===== src/rtl/division_secuencial_if.sv =====
// Handshake and operand/result bundle for the sequential divider.
// The master side drives operands and start; the slave side returns results and status.
interface division_secuencial_if #(
  parameter int unsigned N = 4
);
  logic         init;
  logic [N-1:0] dv;
  logic [N-1:0] dr;
  logic [N-1:0] cociente;
  logic [N-1:0] residuo;
  logic         busy;
  logic         done;
  logic         dz;

  modport master (
    output init, dv, dr,
    input  cociente, residuo, busy, done, dz
  );

  modport slave (
    input  init, dv, dr,
    output cociente, residuo, busy, done, dz
  );
endinterface


===== src/rtl/division_secuencial.sv =====
// Restoring divider: N shift/subtract iterations on one shared N+2-bit subtractor
// whose MSB is the borrow. A zero divisor completes at once with dz raised.
module division_secuencial #(
  parameter int unsigned N = 4
) (
  input  logic                  clk,
  input  logic                  rst,
  division_secuencial_if.slave  bus
);

  localparam int unsigned CW = $clog2(N + 1);

  typedef enum logic [1:0] {
    IDLE,
    SHIFT,
    SUB,
    DONE
  } state_t;

  state_t         state_q, state_d;
  logic [N:0]     r_q, r_d;
  logic [N-1:0]   q_q, q_d;
  logic [N-1:0]   d_q, d_d;
  logic [CW-1:0]  cnt_q, cnt_d;
  logic [N-1:0]   cociente_q, cociente_d;
  logic [N-1:0]   residuo_q, residuo_d;
  logic           dz_q, dz_d;

  logic [N+1:0]   diff;
  logic           borrow;

  always_ff @(posedge clk) begin
    if (rst) begin
      state_q    <= IDLE;
      r_q        <= '0;
      q_q        <= '0;
      d_q        <= '0;
      cnt_q      <= '0;
      cociente_q <= '0;
      residuo_q  <= '0;
      dz_q       <= 1'b0;
    end else begin
      state_q    <= state_d;
      r_q        <= r_d;
      q_q        <= q_d;
      d_q        <= d_d;
      cnt_q      <= cnt_d;
      cociente_q <= cociente_d;
      residuo_q  <= residuo_d;
      dz_q       <= dz_d;
    end
  end

  assign diff   = {1'b0, r_q} - {2'b00, d_q};
  assign borrow = diff[N+1];

  always_comb begin
    state_d    = state_q;
    r_d        = r_q;
    q_d        = q_q;
    d_d        = d_q;
    cnt_d      = cnt_q;
    cociente_d = cociente_q;
    residuo_d  = residuo_q;
    dz_d       = dz_q;

    unique case (state_q)
      IDLE: begin
        if (bus.init) begin
          if (bus.dr == '0) begin
            dz_d       = 1'b1;
            cociente_d = '1;
            residuo_d  = bus.dv;
            state_d    = DONE;
          end else begin
            r_d     = '0;
            q_d     = bus.dv;
            d_d     = bus.dr;
            cnt_d   = CW'(N);
            dz_d    = 1'b0;
            state_d = SHIFT;
          end
        end
      end

      SHIFT: begin
        {r_d, q_d} = {r_q, q_q} << 1;
        state_d    = SUB;
      end

      SUB: begin
        if (!borrow) begin
          r_d = diff[N:0];
          q_d = {q_q[N-1:1], 1'b1};
        end
        cnt_d = cnt_q - CW'(1);
        // Results are taken from the next-state values so the final quotient bit is included.
        if (cnt_q == CW'(1)) begin
          cociente_d = {q_q[N-1:1], ~borrow};
          residuo_d  = borrow ? r_q[N-1:0] : diff[N-1:0];
          state_d    = DONE;
        end else begin
          state_d = SHIFT;
        end
      end

      DONE: begin
        state_d = IDLE;
      end

      default: begin
        state_d = IDLE;
      end
    endcase
  end

  assign bus.cociente = cociente_q;
  assign bus.residuo  = residuo_q;
  assign bus.dz       = dz_q;
  assign bus.busy     = (state_q != IDLE);
  assign bus.done     = (state_q == DONE);

endmodule

===== src/flat_wrapper.sv =====
// flat-port wrapper written by rule: the top's interface ports become plain ports
module division_secuencial_flat 
#(
  parameter int unsigned N = 4
)
  (clk, rst, bus_init, bus_dv, bus_dr, bus_cociente, bus_residuo, bus_busy, bus_done, bus_dz);
  division_secuencial_if #(.N(N)) bus_i ();
  input  logic clk;
  input  logic rst;
  input wire logic [$bits(bus_i.init)-1:0] bus_init;
  input wire logic [$bits(bus_i.dv)-1:0] bus_dv;
  input wire logic [$bits(bus_i.dr)-1:0] bus_dr;
  output wire logic [$bits(bus_i.cociente)-1:0] bus_cociente;
  output wire logic [$bits(bus_i.residuo)-1:0] bus_residuo;
  output wire logic [$bits(bus_i.busy)-1:0] bus_busy;
  output wire logic [$bits(bus_i.done)-1:0] bus_done;
  output wire logic [$bits(bus_i.dz)-1:0] bus_dz;
  assign bus_i.init = bus_init;
  assign bus_i.dv = bus_dv;
  assign bus_i.dr = bus_dr;
  assign bus_cociente = bus_i.cociente;
  assign bus_residuo = bus_i.residuo;
  assign bus_busy = bus_i.busy;
  assign bus_done = bus_i.done;
  assign bus_dz = bus_i.dz;
  division_secuencial #(.N(N)) u_core (.clk(clk), .rst(rst), .bus(bus_i));
endmodule

===== config.mk =====
export PLATFORM = sky130hd
export DESIGN_NAME = division_secuencial_flat
export DESIGN_NICKNAME = d
export VERILOG_FILES = /design/src/rtl/division_secuencial_if.sv /design/src/rtl/division_secuencial.sv /design/src/flat_wrapper.sv
export SDC_FILE = /design/constraint.sdc
export NUM_CORES = 1
export LEC_CHECK = 0
export ABC_CLOCK_PERIOD_IN_PS = 1650
export CAP_MARGIN = 20
export CORE_UTILIZATION = 48
export DETAILED_ROUTE_END_ITERATION = 12
export HOLD_SLACK_MARGIN = 0.06
export PLACE_DENSITY_LB_ADDON = 0.05
export SYNTH_ARGS = -nofsm -noshare
export SYNTH_HDL_FRONTEND = slang
export SYNTH_SLANG_ARGS = --single-unit

===== constraint.sdc =====
create_clock -name clk -period 1.65 [get_ports clk]
set_clock_uncertainty 0.05 [all_clocks]
set_input_delay 0.33 -clock clk [delete_from_list [all_inputs] [get_ports clk]]
set_output_delay 0.33 -clock clk [all_outputs]
set_load 0.1 [all_outputs]

[After elaboration in Yosys (flattened, before gate mapping)]
Index checks and enable logic that the tools add are counted.
Cells by class
  reduce and logical (&&, ||, !) cells: 12
  bitwise gates (word level): 3
  order comparisons: 0
  divide/modulo/power cells: 0
  multipliers: 0
  shift operators: 0
  multiplexer cells: 25
  add/sub/neg operators: 2
  equality and inequality tests: 9
Operators by type and width (count)
  4-bit 2-to-1 mux: 9
  4-bit one-hot mux with 2 select lines: 2
  5-bit 2-to-1 mux: 3
  5-bit one-hot mux with 3 select lines: 1
  4-bit one-hot mux with 3 select lines: 1
  4-bit AND reduction: 3
  2-bit one-hot mux with 4 select lines: 1
  2-bit 2-to-1 mux: 3
  3-bit 2-to-1 mux: 2
  2-bit != test, second input constant: 3
  3-bit one-hot mux with 2 select lines: 1
  3-bit AND reduction: 2
  2-bit nonzero test: 3
  5-bit by 4-bit subtractor with 6-bit output: 1
  2-bit equality test, second input constant: 2
  4-bit logical NOT: 1
  2-bit by 1-bit != test with 1-bit output, second input constant: 2
  3-bit by 1-bit equality test with 1-bit output, second input constant: 1
  1-bit inverter: 3
  3-bit nonzero test: 1
  3-bit by 1-bit subtractor with 3-bit output, second input constant: 1
  2-bit by 1-bit equality test with 1-bit output, second input constant: 1
  2-bit logical NOT: 1
  1-bit 2-to-1 mux: 2
  2-bit AND reduction: 1
Word-level totals
  bits in read-only memories: 0
  latch bits: 0
  bits of input ports: 11
  memory bits (writable): 0
  register bits after elaboration: 27
  word-level logic and storage cells: 60
  memories: 0

[Logic depth before layout (Yosys ltp)]
  depth in word-level cells: 4
  depth in mapped cells: 9
  gate-level depth less buffers: 9

[Worst setup path after synthesis]
OpenSTA, ideal clock, no wires.
  path type: register to register
  start: register u_core.state_q[0]
  end: register u_core.cnt_q[2]
  required time: 1.505 ns
  buffers on the path: 1
  data arrival time: 1.945 ns
  path slack: -0.440 ns
  setup time: 0.095 ns
  stages on the path, launching flop included: 7
  cells stage by stage: dfxtp_1 inv_1 ha_1 clkbuf_1 inv_1 a21oi_1 a221oi_1
On the way
  word-level cells in the longest chain between the ends: 3
RTL lines
  start, declared: RTL line division_secuencial.sv:20  | state_t state_q, state_d;
  start signal, assigned: RTL line division_secuencial.sv:43  | state_q <= state_d;
  2-bit logical NOT or 2-bit equality test (tied branches): RTL line division_secuencial.sv:67  | unique case (state_q)
  2-bit != test (no source line) or 2-bit nonzero test (tied branches)
  3-bit AND reduction (no source line)
  end signal, assigned: RTL line division_secuencial.sv:47  | cnt_q <= cnt_d;
  end, declared: RTL line division_secuencial.sv:24  | logic [CW-1:0] cnt_q, cnt_d;
Several ways; a longest one is shown, not always the timed one.
A chain may end at the register's enable or synchronous reset.

[Worst setup path in the final report]
  start: register u_core.r_q[0]
  end: register u_core.r_q[4]
On the way
  word-level cells in the longest chain between the ends: 3
RTL lines
  start, declared: RTL line division_secuencial.sv:21  | logic [N:0] r_q, r_d;
  start signal, assigned: RTL line division_secuencial.sv:44  | r_q <= r_d;
  5-bit by 4-bit subtractor with 6-bit output *: RTL line division_secuencial.sv:54  | assign diff = {1'b0, r_q} - {2'b00, d_q};
  5-bit 2-to-1 mux or 2-bit != test (tied branches)
  5-bit one-hot mux with 3 select lines or 4-bit AND reduction (tied branches)
Mark *: on every way between the ends. The rest lies on a longest branch, timed or not. The select of a mux whose other input is x is not followed.

==> run metrics <==
ANT nets after route 0; port bufs 21; Worst VDD drop approximately 1.0 mV; Leakage Power ~1 nW; max-slew violation count 0; fill cell count between 150 and 200; Final Util 0.836; GP Congestion between 0.8 and 0.9; Worst-Skew Late Latency between 0.3 and 0.4 ns; flip-flop and latch area between 500 and 600 sq um; initial antenna violation count 0; largest family of logic cells by synthesized area compound AO/OA/AOI/OAI gates; hold_ws 0.271 ns; total congestion overflow 0; Hold Vio Cnt, Final 0; asr flop ratio synth 0; Simple-Gate Fraction of Synth Area 0.227; Tmin final between 1.5 and 2 ns; CP startpoint u_core.r_q[0]$_SDFFE_PP0P_; DR vias/cell about 5.6; Syn Area/Cell 8.00 sq um; syn_nets 216; Seq/Total Area, Yosys 0.348; die width 58.9 microns; outcome complete, but fails checks; CP max stage delay ~0.35 ns; mapped cell area between 0.0015 and 0.002 sq mm; root buf cell clkbuf_4; Placed Cells 282; TritonCTS clock tree done; pin count of the biggest net entering global routing 15; Max-slew headroom 0.742; Die Y-Extent slightly below 60 microns; vias in the first global route about 1600; clock tree sinks 27; slowest CP cell dfxtp_2; drt wl/cell between 15 and 20 microns; Multi-input gate area between 0.001 and 0.0015 sq mm; Critical Path RT roughly 1.8 ns; Fmax achieved approximately 560 MHz; Setup crit end kind flip-flop; Total Wirelength 4640 microns; Pwr Density between 2000 and 2500 mW/mm^2; WS Path Type flip-flop to flip-flop; adder-cell share of the synthesized area 0.0935; CP Launch Type flip-flop; Top cell by count, worst path inv_2; die area 0.00346 sq mm; DR iter-0 viols 48; post-layout total power about 5.3 mW; Hold Path Origin bus_dr[0]; FP Rows 20; critical path, cell by cell inv_2 > ha_4 > inv_2 > fa_2 > a21o_1 > a21oi_2 > xnor2_1 > o21ai_1 > a31o_2; io pins 22; 1st-pass router iterations 4; post-synth cell types 39; post-synthesis cell count between 150 and 200; Max-Cap Viols 0; Final #Nets about 280; DR vias ~1700; fin crit share 1.09; Final WS setup -0.151 ns; global-route wire length before repair roughly 7000 microns; setup total negative slack -0.511 ns; share of post-route cells with drive strength above 1 0.467; Residual DRC 0; area grow syn2layout 64.5%; EDFF count, synth 0; worst slew pin tran between 0.3 and 0.4 ns; post-detail-place hpwl roughly 3000 microns; XOR/XNOR Fraction of Synth Area 0.0113; failing checks negative setup slack; Reg-to-Reg Start u_core.r_q[0]$_SDFFE_PP0P_; # H-tree levels 1; mux contribution to synthesized area 0.0137; Synth Area in Compound Gates 0.250; Synth Warn # 0; Hold Buf Count CTS 0; RSZ-0062 raised after global routing true; initial core utilization 0.508; gr usage total 0.260; Final Setup Violations 7; post-route insts no fill roughly 300; Tightest Hold Check Type primary input to flip-flop; Main synth FF type dfxtp_1; Synth Register Bits 27; cts bufs inserted 3; Worst Path Max Fanout 2; core area between 0.003 and 0.004 sq mm; Antenna Cells 0; WP data arrival between 1.5 and 2 ns; clock-pin slew on the worst setup and hold paths around 0.15 ns; maximum root-to-sink buffer count 2
sequential cells by signal, indices dropped and copies added, names as in the netlist:
signal	count
u_core.bus.cociente	4
u_core.bus.dz	1
u_core.bus.residuo	4
u_core.cnt_q	3
u_core.d_q	4
u_core.q_q	4
u_core.r_q	5
u_core.state_q	2
layout make-up:
cell class                 instances  share of cell area
multi-input combinational        147               0.464
timing repair buffer              65               0.269
sequential                        27               0.216
tap                               44              0.0216
inverter                          12              0.0191
clock buffer                       4              0.0103
final timing paths:
| kind | end | slack (ns) | depth (start not counted) |
|---|---|---|---|
| hold reg to reg | u_core.cnt_q[1]$_SDFFE_PP0P_ | 0.42 | 2 |
| setup reg to reg | u_core.r_q[4]$_SDFFE_PP0P_ | -0.15 | 9 |
| setup / recovery | u_core.r_q[4]$_SDFFE_PP0P_ | -0.15 | 9 |
| hold / removal | u_core.d_q[0]$_SDFFE_PP0P_ | 0.27 | 3 |
logic make-up (layout without fill, tap and decap cells):
family          Yosys count  after routing
xor+xnor                  2              2
compound gates           60             61
simple gates             71             71
fa+ha+maj                11             11
mux                       2              2
flops                    27             27
buf+inv                  21             81
routing by layer:
| metal | track usage | part of all wire | vias to the layer above |
|---|---|---|---|
| met3 | 0.0352 | 0.056 | 15 |
| met5 | 0 | 0 | - |
| li1 | - | - | 809 |
| met2 | 0.455 | 0.50 | 75 |
| met1 | 0.320 | 0.41 | 774 |
| met4 | 0.105 | 0.030 | 0 |
metrics by stage:
stage	area (sq um)	setup slack (ns)
4_1_cts	2360	-0.176
2_1_floorplan	1620	-0.140
5_1_grt	2550	-0.219
3_5_place_dp	2180	-0.556
6_report	2550	-0.151
3_3_place_gp	2180	-0.408
Yosys cell counts (2+ instances only):
cell | n | area share
or2_2 | 2 | 0.0081
o21ai_0 | 19 | 0.061
clkbuf_1 | 8 | 0.019
dfxtp_1 | 27 | 0.35
a311oi_2 | 2 | 0.019
nand3b_1 | 3 | 0.015
o21a_1 | 2 | 0.0097
a21oi_1 | 20 | 0.065
nand3_1 | 9 | 0.029
ha_1 | 10 | 0.081
nand2_1 | 24 | 0.058
inv_1 | 12 | 0.029
nand2b_1 | 9 | 0.036
a311oi_1 | 5 | 0.028
a211oi_1 | 2 | 0.0097
nor2_1 | 17 | 0.041
report_power, final:
part	switching [mW]	internal (mW)	leakage (nW)
Sequential	0.178	0.855	0.225
Combinational	2.20	1.83	0.731
Clock	0.195	0.0947	0.0150
critical path, delay by kind of cell, from the launching register on:
kind | cells | cell delay [ns]
compound gates | 4 | 0.63
xor+xnor | 1 | 0.13
fa+ha+maj | 2 | 0.46
buf+inv | 2 | 0.09
flops | 1 | 0.35
cell usage in the layout, fill, tap and decap left out, drive strengths merged, types with 9 or more instances in the layout:
cell    instances
buf            55
dfxtp          27
nand2          25
a21oi          22
o21ai          19
nor2           17
inv            11
ha             10
nand3           9
nand2b          9
repair_timing:
| item | 4_1_cts | 5_1_grt |
|---|---|---|
| pin swaps | 10 | 8 |
| endpoints found under the setup margin | 20 | 21 |
| gates cloned | 1 | 0 |
| resized for setup | 29 | 39 |
| setup buffers | 8 | 5 |
Note: power is estimated with default switching activity, not from simulation.
